$ cat config.mk
export PLATFORM = sky130hd
export DESIGN_NAME = guess_game_ctrl
export DESIGN_NICKNAME = d
export VERILOG_FILES = /design/src/rtl/guess_game_ctrl.sv
export SDC_FILE = /design/constraint.sdc
export NUM_CORES = 1
export LEC_CHECK = 0
export BUFFER_PORTS_ARGS = -buffer_cell sky130_fd_sc_hd__buf_2
export CAP_MARGIN = 40
export CORE_MARGIN = 2
export CORE_UTILIZATION = 31
export CTS_BUF_LIST = sky130_fd_sc_hd__clkbuf_16
export DETAILED_ROUTE_END_ITERATION = 7
export PLACE_DENSITY_LB_ADDON = 0.08
export SLEW_MARGIN = 40
export SYNTH_ARGS = -nofsm -noshare
export SYNTH_HDL_FRONTEND = slang
export SYNTH_SLANG_ARGS = --single-unit
export TNS_END_PERCENT = 1
$ cat constraint.sdc
create_clock -name clk -period 4.2 [get_ports clk]
set_input_delay 0.84 -clock clk [delete_from_list [all_inputs] [get_ports clk]]
set_output_delay 0.84 -clock clk [all_outputs]
set_load 0.02 [all_outputs]
$ cat src/rtl/guess_game_ctrl.sv
// guess_game_ctrl: round sequencer for the guess-the-number datapath.
//
// Captures a folded LFSR sample as the secret when a round starts. Accepts
// guesses through a valid/ready handshake, grades each one as low, high or
// correct, and counts attempts up to MAX_TRIES.
//
// Ports:
//   clk          system clock, rising edge
//   reset        synchronous, active-high reset
//   rnd_in       LFSR sample, captured only on start
//   start        one-cycle pulse, begins (or restarts) a round
//   guess        player guess
//   guess_valid  guess present this cycle
//   guess_ready  high only while playing
//   too_low      last accepted guess was below the secret
//   too_high     last accepted guess was above the secret
//   bad_guess    one-cycle pulse, an out-of-range guess was rejected
//   tries        accepted guesses this round
//   win / lose   round outcome levels
//   secret_out   revealed secret (zero unless GUESS_REVEAL_EN is defined)
//
// Optional build macro: GUESS_REVEAL_EN exposes the secret in WIN/LOSE.
module guess_game_ctrl #(
    parameter int unsigned WIDTH     = 6,
    parameter int unsigned MAX_VALUE = 63,
    parameter int unsigned MAX_TRIES = 8
) (
    input  logic             clk,
    input  logic             reset,
    input  logic [WIDTH-1:0] rnd_in,
    input  logic             start,
    input  logic [WIDTH-1:0] guess,
    input  logic             guess_valid,
    output logic             guess_ready,
    output logic             too_low,
    output logic             too_high,
    output logic             bad_guess,
    output logic [3:0]       tries,
    output logic             win,
    output logic             lose,
    output logic [WIDTH-1:0] secret_out
);

    typedef enum logic [1:0] {StIdle, StPlay, StWin, StLose} state_e;

    localparam logic [WIDTH-1:0] MaxVal     = WIDTH'(MAX_VALUE);
    localparam logic [WIDTH:0]   WrapVal    = (WIDTH + 1)'(MAX_VALUE + 1);
    localparam logic [3:0]       TriesLimit = 4'(MAX_TRIES);

    state_e           state_q, state_d;
    logic [WIDTH-1:0] secret_q, secret_d;
    logic [3:0]       tries_q, tries_d;
    logic             too_low_q, too_low_d;
    logic             too_high_q, too_high_d;
    logic             bad_q, bad_d;

    logic             rnd_over;
    logic             guess_over;
    logic [WIDTH-1:0] rnd_folded;

    // When MAX_VALUE spans the full range nothing can be out of range; tie off
    // rather than emit a comparison that is constant.
    if (MAX_VALUE >= (2 ** WIDTH) - 1) begin : g_full_range
        assign rnd_over   = 1'b0;
        assign guess_over = 1'b0;
    end else begin : g_part_range
        assign rnd_over   = (rnd_in > MaxVal);
        assign guess_over = (guess > MaxVal);
    end

    // Out-of-range samples wrap back into 0..MAX_VALUE; a single subtraction
    // suffices because MAX_VALUE is at least half the sample range.
    assign rnd_folded = rnd_over ? WIDTH'({1'b0, rnd_in} - WrapVal) : rnd_in;

    always_comb begin
        state_d    = state_q;
        secret_d   = secret_q;
        tries_d    = tries_q;
        too_low_d  = too_low_q;
        too_high_d = too_high_q;
        bad_d      = 1'b0;

        if (start) begin
            // Start wins over any simultaneous guess, which is dropped.
            state_d    = StPlay;
            secret_d   = rnd_folded;
            tries_d    = 4'd0;
            too_low_d  = 1'b0;
            too_high_d = 1'b0;
        end else if ((state_q == StPlay) && guess_valid) begin
            if (guess_over) begin
                bad_d = 1'b1;
            end else if (guess == secret_q) begin
                tries_d    = tries_q + 4'd1;
                too_low_d  = 1'b0;
                too_high_d = 1'b0;
                state_d    = StWin;
            end else begin
                tries_d    = tries_q + 4'd1;
                too_low_d  = (guess < secret_q);
                too_high_d = (guess > secret_q);
                if ((tries_q + 4'd1) == TriesLimit) begin
                    state_d = StLose;
                end
            end
        end
    end

    always_ff @(posedge clk) begin
        if (reset) begin
            state_q    <= StIdle;
            secret_q   <= '0;
            tries_q    <= 4'd0;
            too_low_q  <= 1'b0;
            too_high_q <= 1'b0;
            bad_q      <= 1'b0;
        end else begin
            state_q    <= state_d;
            secret_q   <= secret_d;
            tries_q    <= tries_d;
            too_low_q  <= too_low_d;
            too_high_q <= too_high_d;
            bad_q      <= bad_d;
        end
    end

    assign guess_ready = (state_q == StPlay);
    assign win         = (state_q == StWin);
    assign lose        = (state_q == StLose);
    assign too_low     = too_low_q;
    assign too_high    = too_high_q;
    assign bad_guess   = bad_q;
    assign tries       = tries_q;

`ifdef GUESS_REVEAL_EN
    assign secret_out = ((state_q == StWin) || (state_q == StLose)) ? secret_q : '0;
`else
    assign secret_out = '0;
`endif

endmodule

After elaboration in Yosys (flattened, before gate mapping)
Cells that the tools add are included.
- add/sub/neg operators: 1
- magnitude comparators: 2
- equal/unequal tests: 5
- multiplexer cells: 6
- reductions and logical operators: 7
- operators by type and width (kind ; number):
    6-bit equality test ; 1
    6-bit greater-than comparator ; 1
    6-bit less-than comparator ; 1
    4-bit by 1-bit adder with 4-bit output, second input constant ; 1
    2-bit equality test, second input constant ; 2
    4-bit equality test, second input constant ; 1
    1-bit 2-to-1 mux ; 4
    2-bit 2-to-1 mux ; 2
    2-bit AND reduction ; 2
    2-bit nonzero test ; 2
    3-bit nonzero test ; 1
    2-bit by 1-bit equality test with 1-bit output, second input constant ; 1
    2-bit OR reduction ; 1
    1-bit logical AND ; 1
- flip-flop bits (word level): 14
- bits of input ports: 16
- output and inout bits: 16
- word-level logic and storage cells: 27

Longest topological paths before layout
- depth after elaboration: 6
- depth in mapped cells: 6
- depth with buffers taken out: 6

Worst setup path after synthesis
Ideal clock, no wire load.
- kind: input-to-reg
- start point: input port guess[2]
- end point: register too_high_q, in the netlist too_high
- library setup time: 0.117 ns
- arrival time: 1.935 ns
- data required time: 4.083 ns
- path slack: 2.148 ns
- cell stages on the path: 5
- buffers on the path: 0
- cells stage by stage: ha_1 > a21oi_2 > o21ai_1 > a221o_1 > a32o_1
- longest elaborated chain between the ends: 2
- elaborated cells on any way between the ends: 3
- classes of those cells: order compare (1); eq/ne (1); mux (1)
- RTL lines (item ; RTL line ; RTL):
    from (decl) ; 32 ; input logic [WIDTH-1:0] guess,
    6-bit greater-than comparator or 6-bit equality test (tied branches) ; 101, 93 ;
    1-bit 2-to-1 mux * ; 93 ; end else if (guess == secret_q) begin
    to (signal assigned) ; 122 ; too_high_q <= too_high_d;
    to (decl) ; 54 ; logic too_high_q, too_high_d;
Mark *: on every way between the ends. The rest lies on a longest branch, timed or not.
A chain may end at the register's enable or synchronous reset.

Worst setup path after layout
Same ends and word-level chain as after synthesis.

==> flow_summary.ini <==
[run_status]
status = complete, no violations

[synthesis]
ys_ff_latch = 14
ys.flop_type = dfxtp_1
syn-cell-area_um2 = 790
synthTopCellsByCount = dfxtp_1, nor2_1, nand2_1
synth_edf_count = 0
synth_top_area_share_pct = 35.5
ys_top_cells_by_area = dfxtp_1, ha_1, mux2i_1
syn_avg_cell_area_um2 = 8.77
yosysMostFrequentCell = dfxtp_1
yosys_warnings = 0
synth_seq_area_share_pct = 35.5
synth_cell_types = 28
yosys.area.top_type = dfxtp_1
synthCells = 90
ys_async_sr_fraction_pct = 0

[final_layout]
nets = 137
drive_above_1_share_pct = 25.7
n_antenna_cell = 0
fin_area_um2 = 970
area_delta_synth_final_pct = 22.8
fillers = 266

[floorplanning]
rows = 18
coreArea_um2 = 2450
initial_core_util_pct = 32.2
dieArea_um2 = 2970
die_h_um = 54.5
ios = 32
die_w_um = 54.5

[detailed_routing]
vias_per_cell = 4.24
firstDrtPassIters = 2
wl_per_cell_um = 9.80
vias = 606
drtIter0Drc = 3
drc = 0
drtAntennaViolNets = 0
wl_um = 1400

[clock_network]
postCtsSetupBuffers = 0
cts.sinks = 14
cts_tree = built
cts_resized = 0
cts-buffers-inserted = 3
cts_buffer_depth = 2
clk_pin_slew_ns = 0.05
worstSkewPairLatency_ns = 0.24
clock-root-buffer = clkbuf_16
cts.htree.levels = 1
cts_hold_buf = 0

[timing]
finalCritPeriodShare_pct = 46.8
period_minus_slack_ns = 1.96
hold_violations = 0
setup_viol = 0
fmax_mhz = 509
finClkSkew_ns = 0.00227
rsz0062_at_grt = false
drv_slew = 0
fin_setup_tns_ns = 0

[place]
hpwl_um = 1080
port_buffers = 24
placed_area_um2 = 891
gp_congestion = 0.638

[min_path]
hold_class = reg2reg

[global_routing]
grt_use_total_pct = 11.7
gr-total-overflow = 0
grt_antenna_before_repair = 0
grt_pass1_wl_um = 2370
grt_max_degree = 10
grt_pass1_vias = 566

[critical_path]
critPathLaunchType = primary input
worst-path-max-fanout = 3
worstPathRequired_ns = 4.33
crit_path_end_kind = flop
arrival_ns = 2.10
path_class = in2reg

[power_and_ir_drop]
power.density_nw_per_um2 = 377
p_leak_nw = 0.478
vdd_drop_max_uv = 296

[job]
max_cap_violations = 0
layout make-up:
class | instances | area (µm²) | share of cell area (%)
flip-flops and latches | 14 | 280 | 28.9
inverters | 7 | 26.3 | 2.71
repair buffers | 24 | 120 | 12.4
multi-input cells | 64 | 427 | 44.0
clock inverters | 1 | 3.75 | 0.387
well taps | 30 | 37.5 | 3.87
clock buffers | 3 | 75.1 | 7.74
logic make-up (layout without fill, tap and decap cells):
group | Yosys count | count (layout) | synth area share [%]
xor+xnor | 4 | 4 | 4.44
buf+inv | 18 | 35 | 13.3
compound gates | 11 | 11 | 9.51
other cells | 1 | 7 | 0.475
flops | 14 | 14 | 35.5
simple gates | 29 | 29 | 18.1
mux | 6 | 6 | 7.61
fa+ha+maj | 7 | 7 | 11.1
where the power goes:
part / switching [mW] / internal, mW
logic: 0.0263 / 0.0191
registers: 0.00302 / 0.138
clock network: 0.0532 / 0.126
metrics by stage:
| step | setup slack, ns | power (mW) | std cells | util, % | hold WS (ns) |
|---|---|---|---|---|---|
| final | 2.24 | 0.365 | 143 | 39.5 | 0.448 |
| after global routing | 2.18 | 0.386 | 143 | 39.5 | 0.461 |
| after CTS | 2.23 | 0.372 | 143 | 39.5 | 0.454 |
| after detailed placement | 1.97 | 0.190 | 139 | 36.3 | 0.448 |
| after global placement | 2.01 | 0.189 | 139 | 36.3 | 0.454 |
| after floorplan | 2.15 | 0.182 | 96 | - | 0.460 |
worst max-delay path, stage by stage:
cell	delay, ns
buf_2	0.10
ha_1	0.32
a21oi_2	0.14
o21ai_1	0.07
a221o_1	0.36
a32o_1	0.26
registers in the layout, indices dropped and copies added (netlist names):
register,count
secret_q,6
tries,4
state_q,2
too_high,1
too_low,1
cells in the final DEF (no fill, tap or decap), types with 2 or more instances in the layout:
| master | instances |
|---|---|
| a21oi_1 | 2 |
| ha_1 | 7 |
| nor2_1 | 11 |
| o21ai_1 | 2 |
| xor2_1 | 3 |
| buf_2 | 24 |
| o21ai_0 | 2 |
| inv_1 | 7 |
| clkbuf_16 | 3 |
| nand2_1 | 8 |
| nand4_1 | 2 |
| dfxtp_1 | 14 |
| mux2i_1 | 6 |
| nor2b_1 | 2 |
| conb_1 | 7 |
routing by layer:
layer	GRT usage (%)	wire (µm)	share of wire (%)
met5	0	0	0
met4	3.75	11	0.79
met3	6.01	116	8.3
met2	18.1	592	42
met1	13.9	681	49
final timing paths:
path / from / to / slack, ns / cells past startpoint
setup / recovery: guess[2] / too_high / 2.24 / 6
hold / removal: too_low / too_low / 0.45 / 2
setup reg to reg: secret_q[2] / too_high / 2.59 / 6
hold reg to reg: too_low / too_low / 0.45 / 2
No activity file was read; power rests on OpenSTA's default activity.
